### src/rtl/multicycle_cpu_if.sv
// multicycle_cpu_if: data-memory request/response bus between the core (master) and memory (slave)
interface multicycle_cpu_if #(
    parameter int XLEN = 32
);
    logic            dmem_req;
    logic            dmem_we;
    logic [XLEN-1:0] dmem_addr;
    logic [XLEN-1:0] dmem_wdata;
    logic [XLEN-1:0] dmem_rdata;
    logic            dmem_ready;
    modport master (output dmem_req, dmem_we, dmem_addr, dmem_wdata, input dmem_rdata, dmem_ready);
    modport slave (input dmem_req, dmem_we, dmem_addr, dmem_wdata, output dmem_rdata, dmem_ready);
endinterface

### src/rtl/multicycle_cpu.sv
// multicycle_cpu: multicycle RV32I-subset core; define MULTICYCLE_CPU_BRANCH_EN to add BEQ/BNE/BLT/BGE
module multicycle_cpu #(
    parameter int XLEN       = 32,
    parameter int IMEM_DEPTH = 32,
    parameter int NREGS      = 32
) (
    input  logic                        clk,
    input  logic                        reset,
    input  logic [IMEM_DEPTH-1:0][31:0] imem_init,
    multicycle_cpu_if.master            dmem,
    output logic [XLEN-1:0]             pc,
    output logic [2:0]                  state,
    output logic                        retire,
    output logic                        halted
);
    localparam int AW = $clog2(IMEM_DEPTH);
    localparam int RW = $clog2(NREGS);
    localparam int SW = $clog2(XLEN);
    localparam logic [6:0] OPC_OP  = 7'b0110011;
    localparam logic [6:0] OPC_IMM = 7'b0010011;
    localparam logic [6:0] OPC_LD  = 7'b0000011;
    localparam logic [6:0] OPC_ST  = 7'b0100011;
`ifdef MULTICYCLE_CPU_BRANCH_EN
    localparam logic [6:0] OPC_BR  = 7'b1100011;
`endif
    typedef enum logic [2:0] {
        S_FETCH  = 3'd0,
        S_DECODE = 3'd1,
        S_EXEC   = 3'd2,
        S_MEM    = 3'd3,
        S_WB     = 3'd4,
        S_HALT   = 3'd7
    } state_t;
    state_t          r_state, w_next;
    logic [31:0]     r_ir;
    logic [XLEN-1:0] r_pc, r_a, r_b, r_imm, r_alu, r_mdr;
    logic [XLEN-1:0] r_regs [NREGS];
    logic [6:0]      w_opc, w_f7;
    logic [2:0]      w_f3;
    logic [RW-1:0]   w_rd, w_rs1, w_rs2;
    logic [XLEN-1:0] w_imm_i, w_imm_s, w_imm, w_b, w_alu, w_wdata;
    logic            w_legal, w_shok, w_mem, w_wr;
`ifdef MULTICYCLE_CPU_BRANCH_EN
    logic [XLEN-1:0] r_tgt, w_imm_b;
    logic            r_taken, w_taken;
`endif
    assign w_opc   = r_ir[6:0];
    assign w_f3    = r_ir[14:12];
    assign w_f7    = r_ir[31:25];
    assign w_rd    = r_ir[7+RW-1:7];
    assign w_rs1   = r_ir[15+RW-1:15];
    assign w_rs2   = r_ir[20+RW-1:20];
    assign w_imm_i = {{(XLEN-12){r_ir[31]}}, r_ir[31:20]};
    assign w_imm_s = {{(XLEN-12){r_ir[31]}}, r_ir[31:25], r_ir[11:7]};
`ifdef MULTICYCLE_CPU_BRANCH_EN
    assign w_imm_b = {{(XLEN-13){r_ir[31]}}, r_ir[31], r_ir[7], r_ir[30:25], r_ir[11:8], 1'b0};
    assign w_imm   = (w_opc == OPC_ST) ? w_imm_s : (w_opc == OPC_BR) ? w_imm_b : w_imm_i;
    assign w_taken = (w_f3 == 3'b000) ? r_a == r_b :
                     (w_f3 == 3'b001) ? r_a != r_b :
                     (w_f3 == 3'b100) ? $signed(r_a) < $signed(r_b) : $signed(r_a) >= $signed(r_b);
`else
    assign w_imm   = (w_opc == OPC_ST) ? w_imm_s : w_imm_i;
`endif
    // Immediate shifts keep only the shamt field; the bits above it must be zero
    assign w_shok  = (XLEN == 64) ? r_ir[31:26] == 6'd0 : r_ir[31:25] == 7'd0;
    assign w_mem   = w_opc == OPC_LD || w_opc == OPC_ST;
    assign w_wr    = w_opc == OPC_OP || w_opc == OPC_IMM || w_opc == OPC_LD;
    assign w_legal = (w_opc == OPC_OP)  ? (w_f7 == 7'd0 || (w_f7 == 7'b0100000 && w_f3 == 3'b000)) :
                     (w_opc == OPC_IMM) ? ((w_f3 != 3'b001 && w_f3 != 3'b101) || w_shok) :
                     w_mem              ? w_f3 == 3'b010 :
`ifdef MULTICYCLE_CPU_BRANCH_EN
                     (w_opc == OPC_BR)  ? !w_f3[1] :
`endif
                     1'b0;
    assign w_b     = (w_opc == OPC_OP) ? r_b : r_imm;
    assign w_alu   = w_mem              ? r_a + r_imm :
                     (w_f3 == 3'b000)   ? ((w_opc == OPC_OP && w_f7[5]) ? r_a - w_b : r_a + w_b) :
                     (w_f3 == 3'b001)   ? r_a << w_b[SW-1:0] :
                     (w_f3 == 3'b010)   ? {{(XLEN-1){1'b0}}, $signed(r_a) < $signed(w_b)} :
                     (w_f3 == 3'b011)   ? {{(XLEN-1){1'b0}}, r_a < w_b} :
                     (w_f3 == 3'b100)   ? r_a ^ w_b :
                     (w_f3 == 3'b101)   ? r_a >> w_b[SW-1:0] :
                     (w_f3 == 3'b110)   ? r_a | w_b : r_a & w_b;
    assign w_wdata = (w_opc == OPC_LD) ? r_mdr : r_alu;
    assign dmem.dmem_req   = r_state == S_MEM;
    assign dmem.dmem_we    = w_opc == OPC_ST;
    assign dmem.dmem_addr  = r_alu;
    assign dmem.dmem_wdata = r_b;
    assign pc     = r_pc;
    assign state  = r_state;
    assign retire = r_state == S_WB;
    assign halted = r_state == S_HALT;
    // State register
    always_ff @(posedge clk or posedge reset) begin
        if (reset) r_state <= S_FETCH;
        else r_state <= w_next;
    end
    // Next-state: memory ops detour through MEM until ready; illegal instructions park in HALT
    always_comb begin
        w_next = r_state;
        case (r_state)
            S_FETCH:  w_next = S_DECODE;
            S_DECODE: w_next = S_EXEC;
            S_EXEC:   w_next = !w_legal ? S_HALT : w_mem ? S_MEM : S_WB;
            S_MEM:    w_next = dmem.dmem_ready ? S_WB : S_MEM;
            S_WB:     w_next = S_FETCH;
            default:  w_next = S_HALT;
        endcase
    end
    // Datapath: each register loads only in the state that owns it; x0 is never written so it stays 0
    always_ff @(posedge clk or posedge reset) begin
        if (reset) begin
            r_pc  <= '0;
            r_ir  <= '0;
            r_a   <= '0;
            r_b   <= '0;
            r_imm <= '0;
            r_alu <= '0;
            r_mdr <= '0;
`ifdef MULTICYCLE_CPU_BRANCH_EN
            r_tgt   <= '0;
            r_taken <= 1'b0;
`endif
            for (int i = 0; i < NREGS; i++) r_regs[i] <= '0;
        end else begin
            if (r_state == S_FETCH) r_ir <= imem_init[r_pc[AW+1:2]];
            if (r_state == S_DECODE) begin
                r_a   <= r_regs[w_rs1];
                r_b   <= r_regs[w_rs2];
                r_imm <= w_imm;
            end
            if (r_state == S_EXEC) begin
                r_alu <= w_alu;
`ifdef MULTICYCLE_CPU_BRANCH_EN
                r_taken <= w_opc == OPC_BR && w_taken;
                r_tgt   <= r_pc + r_imm;
`endif
            end
            if (r_state == S_MEM && dmem.dmem_ready) r_mdr <= dmem.dmem_rdata;
            if (r_state == S_WB) begin
                if (w_wr && w_rd != '0) r_regs[w_rd] <= w_wdata;
`ifdef MULTICYCLE_CPU_BRANCH_EN
                r_pc <= r_taken ? r_tgt : r_pc + XLEN'(4);
`else
                r_pc <= r_pc + XLEN'(4);
`endif
            end
        end
    end
endmodule

### src/flat_wrapper.sv
// flat-port wrapper written by rule: the top's interface ports become plain ports
module multicycle_cpu_flat 
#(
    parameter int XLEN       = 32,
    parameter int IMEM_DEPTH = 32,
    parameter int NREGS      = 32
)
  (clk, reset, imem_init, pc, state, retire, halted, dmem_dmem_req, dmem_dmem_we, dmem_dmem_addr, dmem_dmem_wdata, dmem_dmem_rdata, dmem_dmem_ready);
  multicycle_cpu_if #(.XLEN(XLEN)) dmem_i ();
  input  logic clk;
  input  logic reset;
  input  logic [IMEM_DEPTH-1:0][31:0] imem_init;
  output logic [XLEN-1:0] pc;
  output logic [2:0] state;
  output logic retire;
  output logic halted;
  output wire logic [$bits(dmem_i.dmem_req)-1:0] dmem_dmem_req;
  output wire logic [$bits(dmem_i.dmem_we)-1:0] dmem_dmem_we;
  output wire logic [$bits(dmem_i.dmem_addr)-1:0] dmem_dmem_addr;
  output wire logic [$bits(dmem_i.dmem_wdata)-1:0] dmem_dmem_wdata;
  input wire logic [$bits(dmem_i.dmem_rdata)-1:0] dmem_dmem_rdata;
  input wire logic [$bits(dmem_i.dmem_ready)-1:0] dmem_dmem_ready;
  assign dmem_dmem_req = dmem_i.dmem_req;
  assign dmem_dmem_we = dmem_i.dmem_we;
  assign dmem_dmem_addr = dmem_i.dmem_addr;
  assign dmem_dmem_wdata = dmem_i.dmem_wdata;
  assign dmem_i.dmem_rdata = dmem_dmem_rdata;
  assign dmem_i.dmem_ready = dmem_dmem_ready;
  multicycle_cpu #(.XLEN(XLEN), .IMEM_DEPTH(IMEM_DEPTH), .NREGS(NREGS)) u_core (.clk(clk), .reset(reset), .imem_init(imem_init), .dmem(dmem_i), .pc(pc), .state(state), .retire(retire), .halted(halted));
endmodule
### config.mk
export PLATFORM = sky130hd
export DESIGN_NAME = multicycle_cpu_flat
export DESIGN_NICKNAME = d
export VERILOG_FILES = /design/src/rtl/multicycle_cpu_if.sv /design/src/rtl/multicycle_cpu.sv /design/src/flat_wrapper.sv
export SDC_FILE = /design/constraint.sdc
export NUM_CORES = 2
export LEC_CHECK = 0
export ABC_AREA = 1
export CAP_MARGIN = 20
export CORE_ASPECT_RATIO = 0.8
export CORE_MARGIN = 2
export CORE_UTILIZATION = 40
export CTS_BUF_LIST = sky130_fd_sc_hd__clkbuf_4 sky130_fd_sc_hd__clkbuf_8 sky130_fd_sc_hd__clkbuf_16
export DETAILED_ROUTE_END_ITERATION = 16
export MAX_ROUTING_LAYER = met4
export PLACE_DENSITY = 0.63
export SYNTH_ARGS = -nofsm -noshare
export SYNTH_HDL_FRONTEND = slang
export SYNTH_SLANG_ARGS = --single-unit
### constraint.sdc
create_clock -name clk -period 55.4 [get_ports clk]
set_clock_uncertainty 0.05 [all_clocks]
set_input_delay 11.08 -clock clk [delete_from_list [all_inputs] [get_ports clk]]
set_output_delay 11.08 -clock clk [all_outputs]
set_load 0.1 [all_outputs]
==> results.cfg <==
[status]
outcome = finished, final reports clean

[clocking]
post_cts_buffers = 0
clk_latency_ns = 0.80
ctsHoldBuffers = 0
clkTransAtPathRegs_ns = 0.06
cts_resized = 0
clock_path_buffers = 3
cts_made_buffers = 118
cts_root_buffer = clkbuf_16
cts_sinks = 1229
cts-htree-levels = 3
cts_tree = built

[placement]
hpwl_mm = 369
io_buffers = 1159
place_ws_ns = 39.79
place.gp.congestion = 1.23
dp.cells = 14800
postPlaceCellArea_um2 = 94000

[floorplan]
boundaryPins = 1162
die_h_um = 406
rows = 147
fp.dieW_um = 507
initial_core_util = 0.403
fp.coreArea_um2 = 201000
die_area_um2 = 206000

[grt]
grt_overflow = 0
track_usage = 0.508
grt_pass1_wl_mm = 718
grt_antenna_before_repair = 113
grt_pass1_vias = 88700
grt_max_degree = 178

[cells_and_area]
design_area_um2 = 98900
area_delta_synth_final_pct = 22.2
multiInputGateArea_um2 = 45000
drive_above_1_share = 0.0553
nFillCells = 19800
final_cells = 15200
seqCellArea_um2 = 30800
final_nets = 13500

[synthesis]
yosysMostFrequentCell = o21ai_0
ys_ff_latch = 1229
seq_area_frac_synth = 0.380
syn_avg_cell_area_um2 = 6.83
synth-edff-count = 0
synthFlopType = dfrtp_1
synth_cells = 11900
synthTopCellsByArea = dfrtp_1, o21ai_0, nor2_1
synth_area_um2 = 80900
synthArstFlopShare = 1.00
synth_cell_types = 60
synth_top_area_share = 0.380
synth_warnings = 0
yosys-top-cells-count = o21ai_0, nor2_1, nand2_1
synth_top_area_cell = dfrtp_1

[setup_path]
crit_arrival_ns = 15.57
crit_path_max_fanout = 115
r2r_end = u_core.dmem.dmem_addr[13]
reg2reg_depth = 18
end_kind = asynchronous set/reset pin
r2r_slack_ns = 49.28
r2r_start = u_core.r_ir[1]
setup.worst_path.start_class = input pin
required_ns = 56.15
path_class = input pin to asynchronous set/reset pin

[timing]
fin_crit_ns = 14.82
fin_ws_ns = 40.58
tightest_slew_ns = 1.37
setup_viol = 0
relSlewSlack = 0.0753
period_share = 0.268
hold_viol = 0
rsz0062_at_grt = false
fmax_ghz = 0.0675
drv_slew = 0
setup_tns_ns = 0

[worst_hold_path]
min_to = u_core.r_regs[1023]
hold_start = u_core.r_regs[1023]
hold_depth = 0
holdCritPathClass = flop to flop

[detailed_routing]
drc = 0
drt_iter0_markers = 17800
wl_per_cell_um = 34.4
routed_via_density = 6.55
vias = 99300
antenna_left = 0
drt_wl_total_mm = 523
dr.pass1.iters = 9

[flow_run]
maxCapViolations = 0

[pwr]
cellPowerDensity_nw_per_um2 = 19.5
power.leakage_nw = 42.8
peakVddDrop_v = 0.0000255
## cells by family (layout without fill, tap and decap cells)
group           count (synthesis)  in the layout  synth area share
compound gates               4511           4511             0.305
simple gates                 4406           4406             0.214
buf+inv                      1476           1999            0.0696
flops                        1229           1229             0.380
fa+ha+maj                     124            124            0.0194
xor+xnor                       52             52           0.00563
mux                            52             52           0.00693
other cells                     1            115         0.0000463
## worst max path at each step
stage                     start                  endpoint
after detailed placement  reset           u_core.r_ir[21]
after floorplan           reset  u_core.dmem.dmem_addr[0]
final                     reset           u_core.r_ir[22]
after CTS                 reset           u_core.r_ir[21]
after global placement    reset           u_core.r_ir[21]
after global routing      reset           u_core.r_ir[22]
## layout make-up
type | instances | area share
diodes | 113 | 0.00286
flip-flops and latches | 1229 | 0.311
clock inverters | 49 | 0.00644
well taps | 2682 | 0.0339
clock buffers | 173 | 0.0364
repair buffers | 1409 | 0.140
multi-input cells | 9147 | 0.455
inverters | 368 | 0.0146
## flip-flops by register name, indices dropped and copies added (netlist names)
register / flops
u_core.r_regs: 1024
u_core.dmem.dmem_addr: 32
u_core.dmem.dmem_wdata: 32
u_core.r_a: 32
u_core.r_ir: 32
u_core.r_mdr: 32
u_core.pc: 30
u_core.r_imm: 12
u_core.state: 3
## worst max-delay path, cell delays in order
cell and delay [ns]:
clkdlybuf4s50_1 0.50, inv_8 0.59, buf_4 0.71, buf_4 0.83, buf_4 0.91, buf_4 0.65
## cells in the final DEF (no fill, tap or decap), types with 80 or more instances in the layout
cell type and instances:
buf_4 224, nand3_1 357, diode_2 113, dfrtp_1 1217, a21oi_1 251, nor2_1 2022
o21ai_0 3076, clkdlybuf4s50_1 1146, nand2_1 1883, o21ai_1 80, ha_1 122, o221ai_1 182
o211ai_1 82, inv_1 332, clkbuf_16 122, o22ai_1 691
## where the power goes
part / total (mW) / switching (mW) / internal, mW / leakage, nW
Sequential: 0.897 / 0 / 0.897 / 17.0
Combinational: 0.138 / 0.0655 / 0.0728 / 23.7
Clock: 0.895 / 0.388 / 0.507 / 2.12
Total: 1.93 / 0.453 / 1.48 / 42.8
## per-layer routing
| layer | share of wire | vias up | GRT usage | wire (µm) |
|---|---|---|---|---|
| li1 | - | 41800 | - | - |
| met5 | 0 | - | - | 0 |
| met2 | 0.40 | 8270 | 0.676 | 207000 |
| met4 | 0.083 | 0 | 0.319 | 43300 |
| met1 | 0.38 | 47600 | 0.641 | 197000 |
| met3 | 0.14 | 1713 | 0.193 | 74500 |
## metrics by stage
stage | utilization | total power [mW] | hold WS (ns)
detailed placement | 0.468 | 1.05 | 0.339
global placement | 0.467 | 1.05 | 0.337
global route | 0.492 | 1.97 | 0.363
finish | 0.492 | 1.93 | 0.350
floorplan | - | 0.940 | 0.401
CTS | 0.489 | 1.92 | 0.353
Power figures use the tool's default switching activity.
